<file path="config.mk">
export PLATFORM = sky130hd
export DESIGN_NAME = pulse_interval_meter
export DESIGN_NICKNAME = d
export VERILOG_FILES = /design/src/rtl/pulse_interval_meter.sv
export SDC_FILE = /design/constraint.sdc
export NUM_CORES = 1
export LEC_CHECK = 0
export BUFFER_PORTS_ARGS = -buffer_cell sky130_fd_sc_hd__buf_2
export CAP_MARGIN = 20
export CORE_UTILIZATION = 58
export CTS_CLUSTER_DIAMETER = 200
export DETAILED_ROUTE_END_ITERATION = 6
export GPL_TIMING_DRIVEN = 0
export PLACE_DENSITY = 0.76
export RECOVER_POWER = 25
export SLEW_MARGIN = 40
export SYNTH_ARGS = -nofsm -noshare
export SYNTH_HDL_FRONTEND = slang
export SYNTH_SLANG_ARGS = --single-unit
</file>
<file path="constraint.sdc">
create_clock -name m_clk -period 2.5 [get_ports m_clk]
set_clock_uncertainty 0.05 [all_clocks]
set_input_delay 0.125 -clock m_clk [delete_from_list [all_inputs] [get_ports m_clk]]
set_output_delay 0.125 -clock m_clk [all_outputs]
set_load 0.1 [all_outputs]
</file>
<file path="src/rtl/pulse_interval_meter.sv">
// pulse_interval_meter: measures the m_clk cycle count between a start marker
// and a stop marker, both asynchronous to m_clk. Each marker is synchronized
// and edge-detected through identical pipelines, so the measured interval is
// unbiased. A measurement that runs for TIMEOUT cycles is abandoned.
// Optional statistics (meas_cnt, int_min, int_max, to_cnt) are compiled in
// when the macro PULSE_INTERVAL_METER_STATS_EN is defined.
module pulse_interval_meter #(
  parameter int CNT_W   = 16,
  parameter int TIMEOUT = 1000
) (
  input  logic             m_clk,
  input  logic             m_rst_n,
  input  logic             start_pulse,
  input  logic             stop_pulse,
  input  logic             stats_clr,
  output logic [CNT_W-1:0] interval,
  output logic             interval_valid,
  output logic             timeout,
  output logic             busy
`ifdef PULSE_INTERVAL_METER_STATS_EN
  ,
  output logic [31:0]      meas_cnt,
  output logic [CNT_W-1:0] int_min,
  output logic [CNT_W-1:0] int_max,
  output logic [15:0]      to_cnt
`endif
);

  typedef enum logic [1:0] {IDLE, COUNT, DONE} state_e;

  // Bit 0 is the start path, bit 1 the stop path; both see identical logic.
  logic [1:0] meta_q, meta_d;
  logic [1:0] sync_q, sync_d;
  logic [1:0] prev_q, prev_d;
  logic [1:0] armed_q, armed_d;
  logic [1:0] ev_q, ev_d;
  logic [1:0] settle_q, settle_d;

  state_e           state_q, state_d;
  logic [CNT_W-1:0] cnt_q, cnt_d;
  logic [CNT_W-1:0] interval_q, interval_d;
  logic             valid_q, valid_d;
  logic             timeout_q, timeout_d;
  logic             busy_q, busy_d;

  logic start_ev, stop_ev;
  assign start_ev = ev_q[0];
  assign stop_ev  = ev_q[1];

  // Synchronizer, edge detector and arming: an edge only counts once the
  // synchronized input has been seen low after reset (settle_q marks when
  // sync_q first holds a post-reset sample), so a level already high at
  // reset release never fires.
  always_comb begin
    settle_d = {settle_q[0], 1'b1};
    meta_d   = {stop_pulse, start_pulse};
    sync_d   = meta_q;
    prev_d   = sync_q;
    armed_d  = armed_q | ({2{settle_q[1]}} & ~sync_q);
    ev_d     = sync_q & ~prev_q & armed_q;
  end

  // Synchronizer and event registers.
  // NOTE: async active-low reset belongs in the sensitivity list; every
  // sequential assignment is non-blocking so all flops update together.
  always_ff @(posedge m_clk or negedge m_rst_n) begin
    if (!m_rst_n) begin
      settle_q <= '0;
      meta_q   <= '0;
      sync_q   <= '0;
      prev_q   <= '0;
      armed_q  <= '0;
      ev_q     <= '0;
    end else begin
      settle_q <= settle_d;
      meta_q   <= meta_d;
      sync_q   <= sync_d;
      prev_q   <= prev_d;
      armed_q  <= armed_d;
      ev_q     <= ev_d;
    end
  end

  // Measurement FSM next state. The counter is 0 in the first COUNT cycle,
  // so the elapsed event-to-event distance is cnt_q + 1; stop is tested
  // before timeout so a stop in the final cycle still yields TIMEOUT.
  // NOTE: every output of this block gets a default first, so no latch.
  always_comb begin
    state_d    = state_q;
    cnt_d      = cnt_q;
    interval_d = interval_q;
    valid_d    = 1'b0;
    timeout_d  = 1'b0;
    case (state_q)
      IDLE: begin
        if (start_ev) begin
          state_d = COUNT;
          cnt_d   = '0;
        end
      end
      COUNT: begin
        if (stop_ev) begin
          state_d    = DONE;
          interval_d = cnt_q + CNT_W'(1);
          valid_d    = 1'b1;
        end else if (cnt_q == CNT_W'(TIMEOUT - 1)) begin
          state_d   = IDLE;
          timeout_d = 1'b1;
        end else begin
          cnt_d = cnt_q + CNT_W'(1);
        end
      end
      DONE:    state_d = IDLE;
      default: state_d = IDLE;
    endcase
    busy_d = (state_d == COUNT);
  end

  // FSM state, counter and registered outputs.
  always_ff @(posedge m_clk or negedge m_rst_n) begin
    if (!m_rst_n) begin
      state_q    <= IDLE;
      cnt_q      <= '0;
      interval_q <= '0;
      valid_q    <= 1'b0;
      timeout_q  <= 1'b0;
      busy_q     <= 1'b0;
    end else begin
      state_q    <= state_d;
      cnt_q      <= cnt_d;
      interval_q <= interval_d;
      valid_q    <= valid_d;
      timeout_q  <= timeout_d;
      busy_q     <= busy_d;
    end
  end

  assign interval       = interval_q;
  assign interval_valid = valid_q;
  assign timeout        = timeout_q;
  assign busy           = busy_q;

`ifdef PULSE_INTERVAL_METER_STATS_EN
  logic [31:0]      meas_cnt_q, meas_cnt_d;
  logic [CNT_W-1:0] int_min_q, int_min_d;
  logic [CNT_W-1:0] int_max_q, int_max_d;
  logic [15:0]      to_cnt_q, to_cnt_d;

  // Statistics update on each result strobe; clear wins over any update.
  always_comb begin
    meas_cnt_d = meas_cnt_q;
    int_min_d  = int_min_q;
    int_max_d  = int_max_q;
    to_cnt_d   = to_cnt_q;
    if (stats_clr) begin
      meas_cnt_d = '0;
      int_min_d  = '1;
      int_max_d  = '0;
      to_cnt_d   = '0;
    end else begin
      if (valid_q) begin
        if (meas_cnt_q != '1)       meas_cnt_d = meas_cnt_q + 32'd1;
        if (interval_q < int_min_q) int_min_d  = interval_q;
        if (interval_q > int_max_q) int_max_d  = interval_q;
      end
      if (timeout_q && (to_cnt_q != '1)) to_cnt_d = to_cnt_q + 16'd1;
    end
  end

  // Statistics registers.
  always_ff @(posedge m_clk or negedge m_rst_n) begin
    if (!m_rst_n) begin
      meas_cnt_q <= '0;
      int_min_q  <= '1;
      int_max_q  <= '0;
      to_cnt_q   <= '0;
    end else begin
      meas_cnt_q <= meas_cnt_d;
      int_min_q  <= int_min_d;
      int_max_q  <= int_max_d;
      to_cnt_q   <= to_cnt_d;
    end
  end

  assign meas_cnt = meas_cnt_q;
  assign int_min  = int_min_q;
  assign int_max  = int_max_q;
  assign to_cnt   = to_cnt_q;
`else
  // Statistics are not built; the clear input has no function.
  logic unused_stats_clr;
  assign unused_stats_clr = stats_clr;
`endif

endmodule

</file>
# Yosys cells after proc, flatten, opt, wreduce, memory -nomap -nowiden
# Cells that the tools add are included.
# Widths: inputs -> output; s select.
[totals]
inputBits = 5
word_cells = 42
regBits = 49
out_inout_bits = 19
[op_classes]
mux = 13
reduce_logical = 4
n_addsub = 1
n_eq_ne = 6
bitwise_logic = 6
[ops]
columns = ["cell", "count"]
rows = [
  ["$mux 16", 3],
  ["$pmux 16 s2", 1],
  ["$add 16x1->16 const B", 1],
  ["$eq 16x10->1 const B", 1],
  ["$and 2x2->2", 3],
  ["$mux 2", 3],
  ["$ne 2x2->1 const B", 3],
  ["$mux 1", 5],
  ["$eq 2x1->1 const B", 2],
  ["$not 2->2", 2],
  ["$pmux 2 s2", 1],
  ["$reduce_and 4->1", 1],
  ["$logic_not 2->1", 1],
  ["$or 2x2->2", 1],
  ["$reduce_and 2->1", 1],
  ["$reduce_bool 2->1", 1],
]

# Longest topological paths before layout
# Gate-level depths: netlist of run 1.
[logic_depth]
ltp_word = 5
ltp_mapped = 8
mapped_depth_nobuf = 5

# Worst setup path after synthesis of run 1
# No wires, ideal clock.
[synth_timing]
path_type = "register to register"
start = "register cnt_q[0]"
end = "register cnt_q[12]"
setup_slack_ns = 0.495
n_path_buf = 3
setup_ns = 0.126
stages_incl_launch_ff = 9
synth_period_minus_slack_ns = 2.005
t_arrival_ns = 1.829
required_time_ns = 2.324
cell_sequence = "dfrtp_1 > ha_1 > nor4bb_1 > and4_1 > buf_6 > o21a_1 > buf_6 > buf_8 > a221o_1"
[synth_between]
elab_chain_cells = 4
word_cells_on_any_way = 7
classes_between = "add/sub (1); eq/ne (2); mux (3); reduce/logical (1)"
[synth_rtl]
columns = ["item", "line", "text"]
rows = [
  ["from (decl)", "40", "logic [CNT_W-1:0] cnt_q, cnt_d;"],
  ["from (signal assigned)", "130", "cnt_q <= cnt_d;"],
  ["$add 16x1->16", "110", "cnt_d = cnt_q + CNT_W'(1);"],
  ["$mux 16", "106", "end else if (cnt_q == CNT_W'(TIMEOUT - 1)) begin"],
  ["$mux 16", "102", "if (stop_ev) begin"],
  ["$pmux 16 s2", "94", "case (state_q)"],
]
# Parallel ways exist; a longest one is shown, timed or not. The select of a mux whose other input is x is not followed.
# A chain may end at the register's enable or synchronous reset.

# Worst setup path in the final report of run 1
# Ends and elaborated chain as after synthesis.

==> results.txt, run 1 <==
* Outcome: completed
* Via density: about 5.9
- Required time worst endpoint: 2.64 ns
* Number of failing hold endpoints at the final stage: 0
- Counting distinct cell types in the post-synthesis netlist gives 45.
- The number of clock buffers added by TritonCTS is 5.
- The routed design could run at a clock period as short as 2.22 ns.
- Pin count of the biggest net entering global routing: 50
- Counting every sink on the clock net gives between 40 and 50.
- In this run the number of H-tree levels came out at 2.
- Cell Pwr Density: ~910 mW/mm2
- Across all hold checks on the routed design, the worst slack comes to 0.318 ns.
* Number of port buffers: 22
* Leakage power: about 0.0012 uW
- FFs w/ async S/R, synth: 100%
- Max VDD drop: approximately 0.78 mV
* Area fraction of the dominant cell type after synthesis: between 50% and 60%
- Via count of the routed design: 1705
- Number of global-route vias before repair: between 1500 and 2000
- Net count reported at finish: 244
- Before antenna repair, the detailed router went through 4 iterations.
- The finished layout holds 287 standard cells, fillers aside.
- Num ports: 24
* Top post-synthesis cells by area: sky130_fd_sc_hd__dfrtp_1 (53%), sky130_fd_sc_hd__a221o_2 (3.4%), sky130_fd_sc_hd__nand2_1 (3.4%), sky130_fd_sc_hd__o21ai_0 (3.0%), sky130_fd_sc_hd__clkbuf_8 (3.0%)
- Worst min-delay path category: reg -> reg
- After synthesis the netlist holds a flip-flop and latch count of 49.
- Measured along the x axis, the die boundary spans between 60 and 70 um.
* Die Ht: 65.3 um
* Number of antenna diodes: 0
- Post-synthesis cell count: 206
- Slew @ Worst Pin: 1.16 ns
- Standard cell core area: 0.00374 mm2
* Post-synthesis cell type with the largest combined area: sky130_fd_sc_hd__dfrtp_1
- STA classifies the critical path startpoint as a flip-flop.
- EDFF count, synth: 0
- The first routing iteration left 91 violations.
- Global-route total usage across every layer: 24.9%
- DP HPWL: roughly 3200 um
* Most used standard cells in the synthesized netlist: sky130_fd_sc_hd__dfrtp_1 (49), sky130_fd_sc_hd__nand2_1 (21), sky130_fd_sc_hd__o21ai_0 (14), sky130_fd_sc_hd__nor4_1 (11), sky130_fd_sc_hd__nor2_1 (9)
- Once the floorplan was initialized, standard cells occupied 62.1% of the core.
- Setup violations remaining at the end of the flow were counted as 0.
- Once the clock tree was built, the setup fixing pass inserted 0 buffers.
- Area enclosed by the die boundary: 0.00426 mm2
- For this run, the number of Yosys warnings is 0.
* Total of max-cap violations: 0
- Setup repair after global routing left no endpoint under its margin.
* Fin. max-slew vios: 0
* Worst-case register-to-register setup slack: 0.28 ns
* Sequential fraction of the synthesis area: between 50% and 60%
- Kind of end point of the critical path: flip-flop
- Largest driver fanout on the critical path: 10
* Tcrit/Tclk final: 88.6%
* Remaining global-route overflow: 0
- Wire length per cell after detailed routing: 15.9 um
- Max Root-Sink Buffers: 2
- Clock-pin slew reported for the worst setup and hold paths after clock tree synthesis: 0.09 ns
- Relative to the synthesized area, the layout overhead comes to 13.6%.
- Max Clk Rate: 0.451 GHz
* Ys flop type: sky130_fd_sc_hd__dfrtp_1
* Standard-cell row count: 22
* ANT nets after route: 0
- CTS Root Buffer Type: sky130_fd_sc_hd__clkbuf_8
- Headroom to the max-slew limit came out at 22.7%.
* Placed Cells incl. Taps: 276
* TritonCTS clock tree: yes
* DRC violations left: 0
* Synth Area per Inst: between 10 and 15 um2
- The initial antenna violation count is 0.
- The routed design has between 4000 and 5000 um of wire.
- The congestion estimate from routability-driven global placement came to 0.871.
* Path type of the worst setup path: reg -> reg
- For the worst-skew pair, the clock arrives at the later sink with an insertion delay of 0.31 ns.
- Cell with the most instances after synthesis: sky130_fd_sc_hd__dfrtp_1
- Setup Total Neg Slack: 0 ns
* Global-route wire length before repair: about 8000 um
- Synth Net Count: 212
- Of the cells placed in the final design, the portion with a size suffix greater than 1 is between 20% and 30%.
- The synthesized netlist occupies a cell area of 0.00232 mm2.
* Arrival time at the worst endpoint: 2.36 ns
## critical path: stages, from the launching register on
cell                       delay (ns)
sky130_fd_sc_hd__dfrtp_1         0.44
sky130_fd_sc_hd__ha_1            0.32
sky130_fd_sc_hd__nor4bb_1        0.16
sky130_fd_sc_hd__and4_1          0.18
sky130_fd_sc_hd__buf_6           0.14
sky130_fd_sc_hd__o21a_1          0.18
sky130_fd_sc_hd__buf_6           0.14
sky130_fd_sc_hd__buf_8           0.14
sky130_fd_sc_hd__a221o_1         0.34
## worst paths after layout
check,to,startpoint,cells after the start
setup reg to reg,cnt_q[12]$_DFFE_PN0P_,cnt_q[0]$_DFFE_PN0P_,8
max in group asynchronous,interval[8]$_DFFE_PN0P_,m_rst_n,2
setup / recovery,cnt_q[12]$_DFFE_PN0P_,cnt_q[0]$_DFFE_PN0P_,8
min in group asynchronous,interval[3]$_DFFE_PN0P_,m_rst_n,2
hold reg to reg,settle_q[1]$_DFF_PN0_,settle_q[0]$_DFF_PN0_,0
hold / removal,settle_q[1]$_DFF_PN0_,settle_q[0]$_DFF_PN0_,0
## metrics by stage
step / power, uW / cell area, um2 / setup WS, ns / utilization, %
floorplan: 1670 / 2320 / 0.495 / -
global placement: 1810 / 2490 / 0.377 / 66.6
detailed placement: 1840 / 2500 / 0.314 / 66.7
CTS: 2420 / 2640 / 0.293 / 70.6
global route: 2500 / 2640 / 0.216 / 70.5
finish: 2400 / 2640 / 0.284 / 70.5
## layout make-up
| class | instances | area [um2] |
|---|---|---|
| plain buffers | 16 | 173 |
| fillers | 311 | 1100 |
| repair buffers | 25 | 140 |
| clock buffers | 5 | 68.8 |
| inverters | 7 | 26.3 |
| flip-flops and latches | 49 | 1230 |
| clock inverters | 3 | 47.5 |
| multi-input cells | 134 | 898 |
| well taps | 48 | 60.1 |
## flip-flops by register name (all words and copies together) (netlist names)
signal,count
armed_q,2
busy,1
cnt_q,16
ev_q,2
interval,16
interval_valid,1
meta_q,2
prev_d,2
prev_q,2
settle_q,2
state_q,2
timeout,1
## repair_timing
action,4_1_cts,5_1_grt
hold buffers,3,0
gates resized for setup,0,0
endpoints found under the hold margin,51,0
## logic make-up after synthesis
family / Yosys count / share of synthesized area [%]
DFF: 49 / 52.8
and+or+nand+nor: 80 / 20.2
xor gates and xnor gates: 10 / 3.77
adders and majority gates: 1 / 0.538
muxes: 2 / 0.969
other: 1 / 0.161
buffers and inverters: 23 / 8.56
AOI/OAI and AO/OA: 40 / 13.0
## report_power, final
group	total, uW	internal (uW)	leakage, uW	switching (uW)
Sequential	947	890	0.000636	57.6
Combinational	873	196	0.000525	677
Clock	580	305	0.0000591	275
Total	2400	1390	0.00122	1010
## metal layers
metal | wire (um) | track usage, %
met4 | 64 | 7.34
met3 | 198 | 5.73
met1 | 2040 | 32.0
met5 | 0 | 0
met2 | 2280 | 41.9
## layout by cell type, fill, tap and decap left out, types with 3 or more instances in the layout
cell type / instances
sky130_fd_sc_hd__o21ai_0: 14
sky130_fd_sc_hd__nor2b_1: 5
sky130_fd_sc_hd__buf_2: 22
sky130_fd_sc_hd__buf_6: 5
sky130_fd_sc_hd__clkbuf_8: 10
sky130_fd_sc_hd__a221o_1: 3
sky130_fd_sc_hd__nor4_1: 11
sky130_fd_sc_hd__a31oi_1: 3
sky130_fd_sc_hd__a221o_2: 7
sky130_fd_sc_hd__dfrtp_1: 49
sky130_fd_sc_hd__a21o_2: 3
sky130_fd_sc_hd__a211oi_1: 3
sky130_fd_sc_hd__nand3_1: 6
sky130_fd_sc_hd__nand2_1: 21
sky130_fd_sc_hd__nor4b_1: 4
sky130_fd_sc_hd__dlygate4sd3_1: 3
sky130_fd_sc_hd__nor2_1: 9
sky130_fd_sc_hd__and2_1: 3
sky130_fd_sc_hd__xor2_1: 5
sky130_fd_sc_hd__nand4_1: 4
sky130_fd_sc_hd__inv_1: 7
sky130_fd_sc_hd__and4_1: 3
sky130_fd_sc_hd__xnor2_1: 5
No activity file was read; power rests on OpenSTA's default activity.
==> inputs of run 2 (changes only) <==
--- a/config.mk
+++ b/config.mk
@@ -7,11 +7,13 @@
 export LEC_CHECK = 0
 export BUFFER_PORTS_ARGS = -buffer_cell sky130_fd_sc_hd__buf_2
 export CAP_MARGIN = 20
-export CORE_UTILIZATION = 58
+export CELL_PAD_IN_SITES_DETAIL_PLACEMENT = 1
+export CELL_PAD_IN_SITES_GLOBAL_PLACEMENT = 2
+export CORE_UTILIZATION = 38
 export CTS_CLUSTER_DIAMETER = 200
 export DETAILED_ROUTE_END_ITERATION = 6
 export GPL_TIMING_DRIVEN = 0
-export PLACE_DENSITY = 0.76
+export PLACE_DENSITY = 0.74
 export RECOVER_POWER = 25
 export SLEW_MARGIN = 40
 export SYNTH_ARGS = -nofsm -noshare
==> run 2 against run 1 <==
  * Routed wire length grew 19%
  * Count of clock-buffer cells in the layout unchanged
  * Power grew 1.4%
  * Non-clock buffer count unchanged
  * Setup slack worse by 0.015 ns
  * Worst hold slack got worse by 0.0080 ns
  * Register-to-register slack about the same
  * Final cell count up 9.4%
  * Critical path depth is the same
==> results.txt, run 2 (same netlist as run 1, synthesis figures left out) <==
* Critical path launch point: cnt_q[0]$_DFFE_PN0P_
- H-Tree Depth: 2
- TritonCTS Buffers: 5
- Compared with the post-synthesis result, the final layout area differs by 15.1%.
- In this run the worst setup path terminates at cnt_q[13]$_DFFE_PN0P_.
- Detailed placement ended at an HPWL of 3750 um.
- Critical register-to-register path endpoint: cnt_q[13]$_DFFE_PN0P_
- Clock-pin slew reported for the worst setup and hold paths after clock tree synthesis: 0.10 ns
* Critical R2R Launch: cnt_q[0]$_DFFE_PN0P_
- ANT nets after route: 0
- Die Ht: 80.2 um
- The startpoint identified for the worst hold timing path is settle_q[0]$_DFF_PN0_.
* Path type of the worst setup path: reg -> reg
* Worst-case register-to-register setup slack: 0.27 ns
* RSZ-0062 raised after global routing: no
- Count of clock tree sinks: 49
* Remaining global-route overflow: 0
- Number of antenna violations at the first check in global routing: 0
- Leaving out fill and tap cells, the most frequent cells in the layout are sky130_fd_sc_hd__dfrtp_1 (49), sky130_fd_sc_hd__buf_2 (22), sky130_fd_sc_hd__nand2_1 (21).
- Setup total negative slack on the finished layout was measured at 0 ns.
- Of the available clock period, the critical path in the final layout requires 89.2%.
- Outcome: completed
* Pin count of the biggest net entering global routing: 50
- Global placement routability congestion: 0.780
* Max Clk Rate: approximately 0.45 GHz
- In this run the count of I/O pins placed on the die edge is 24.
- Leaving out fill and tap cells, the most frequent cell in the layout is sky130_fd_sc_hd__dfrtp_1.
- For this block, the initial DRC count from the detailed router was 95.
- In this run the clock root is driven by a sky130_fd_sc_hd__clkbuf_8.
- Max VDD drop: 0.488 mV
- In this run the static leakage power is 0.00122 uW.
* Total routed wirelength: 5430 um
* Number of search-and-repair iterations in the first detailed-routing pass: 4
- Power spread over the standard cell area amounts to between 900 and 1000 mW/mm2.
* Required time worst endpoint: 2.64 ns
* Global-route wire length before repair: 9300 um
- Area enclosed by the die boundary: 0.00643 mm2
- The hold violation count in the final report came to 0.
- Setup violations remaining at the end of the flow were counted as 0.
- Fin. max-slew vios: 0
- The number of global-route vias before repair came to 1795.
- Via count of the routed design: 1695
- Max Root-Sink Buffers: 2
- The tightest min-delay check is of the reg -> reg type.
- For this configuration, the core starts out at a cell density of 39.2%.
- In this run the post-CTS setup repair buffer count came out at 0.
* Power consumption: 2430 uW
* Insertion delay to the later sink of the worst-skew pair: 0.31 ns
- Fill cells in the final layout number 670.
* Chip width: around 80 um
* Fraction of layout instances using a drive strength above 1: 25.5%
- Standard-cell row count: 28
* DRC violations left: 0
- Largest driver fanout on the critical path: 10
* Number of port buffers: 22
- TritonCTS built the clock tree.
* Min Clock Period, post-route: 2.23 ns
- Hold-fix buffers at CTS: 3
- Crit path launch type: flip-flop
- The floorplan step defined a core boundary enclosing approximately 0.0059 mm2.
* Net count reported at finish: 244
- Via density: 5.40
- For the pin with the worst max-slew slack, the measured transition is 1.22 ns.
* Cell depth of the worst flop-to-flop path: 8
* Number of antenna diodes: 0
- Total of max-cap violations: 0
- Global routing used 19.4% of the available tracks across all layers.
* Kind of end point of the critical path: flip-flop
- Gates resized during post-CTS repair numbered 0.
- At the worst endpoint, the arrival time is about 2.4 ns.
- Slew headroom: 18.4%
* Wire length per cell after detailed routing: 17.3 um
==> run 2: cell type report <==
class                      count  area, um2  area share [%]
timing repair buffer          25        140            5.24
tap                           75       93.8            3.51
multi-input combinational    134        898            33.6
clock buffer                   5       68.8            2.57
clock inverter                 3       47.5            1.78
sequential                    49       1230            45.9
inverter                       7       26.3           0.983
buffer                        16        173            6.46
==> run 2: critical path: stages, from the launching register on <==
cell,delay [ns]
sky130_fd_sc_hd__dfrtp_1,0.45
sky130_fd_sc_hd__ha_1,0.32
sky130_fd_sc_hd__nor4bb_1,0.16
sky130_fd_sc_hd__and4_1,0.18
sky130_fd_sc_hd__buf_6,0.14
sky130_fd_sc_hd__o21a_1,0.18
sky130_fd_sc_hd__buf_6,0.15
sky130_fd_sc_hd__buf_8,0.15
sky130_fd_sc_hd__a221o_1,0.34
==> run 2: metal layers <==
layer / part of all wire [%] / global-route usage, % / vias up / wire length [um]
met3: 2.9 / 4.32 / 2 / 155
met5: 0 / 0 / - / 0
li1: - / - / 804 / -
met1: 47 / 25.1 / 862 / 2560
met4: 0.53 / 5.89 / 0 / 29
met2: 49 / 32.1 / 27 / 2690
==> run 2: worst min-delay path by stage <==
stage | end | slack [ns] | depth (start not counted)
final | settle_q[1]$_DFF_PN0_ | 0.31 | 0
after global routing | settle_q[1]$_DFF_PN0_ | 0.32 | 0
after CTS | settle_q[1]$_DFF_PN0_ | 0.31 | 0
after detailed placement | interval[3]$_DFFE_PN0P_ | 0.14 | 1
after global placement | meta_q[1]$_DFF_PN0_ | 0.18 | 1
after floorplan | armed_q[0]$_DFF_PN0_ | -0.22 | 0
==> run 2: stage by stage <==
stage | std cells | setup WS [ns] | hold slack, ns | area (um2) | util, %
6_report | 314 | 0.269 | 0.310 | 2670 | 45.2
5_1_grt | 314 | 0.176 | 0.318 | 2670 | 45.2
4_1_cts | 314 | 0.266 | 0.313 | 2680 | 45.2
3_5_place_dp | 303 | 0.291 | 0.139 | 2530 | 42.7
3_3_place_gp | 303 | 0.358 | 0.185 | 2530 | 42.7
2_1_floorplan | 206 | 0.495 | -0.221 | 2320 | -
==> run 2: where the power goes <==
group,switching (uW),internal (uW)
Clock,296,306
Sequential,57.7,890
Combinational,689,197
Total,1040,1390
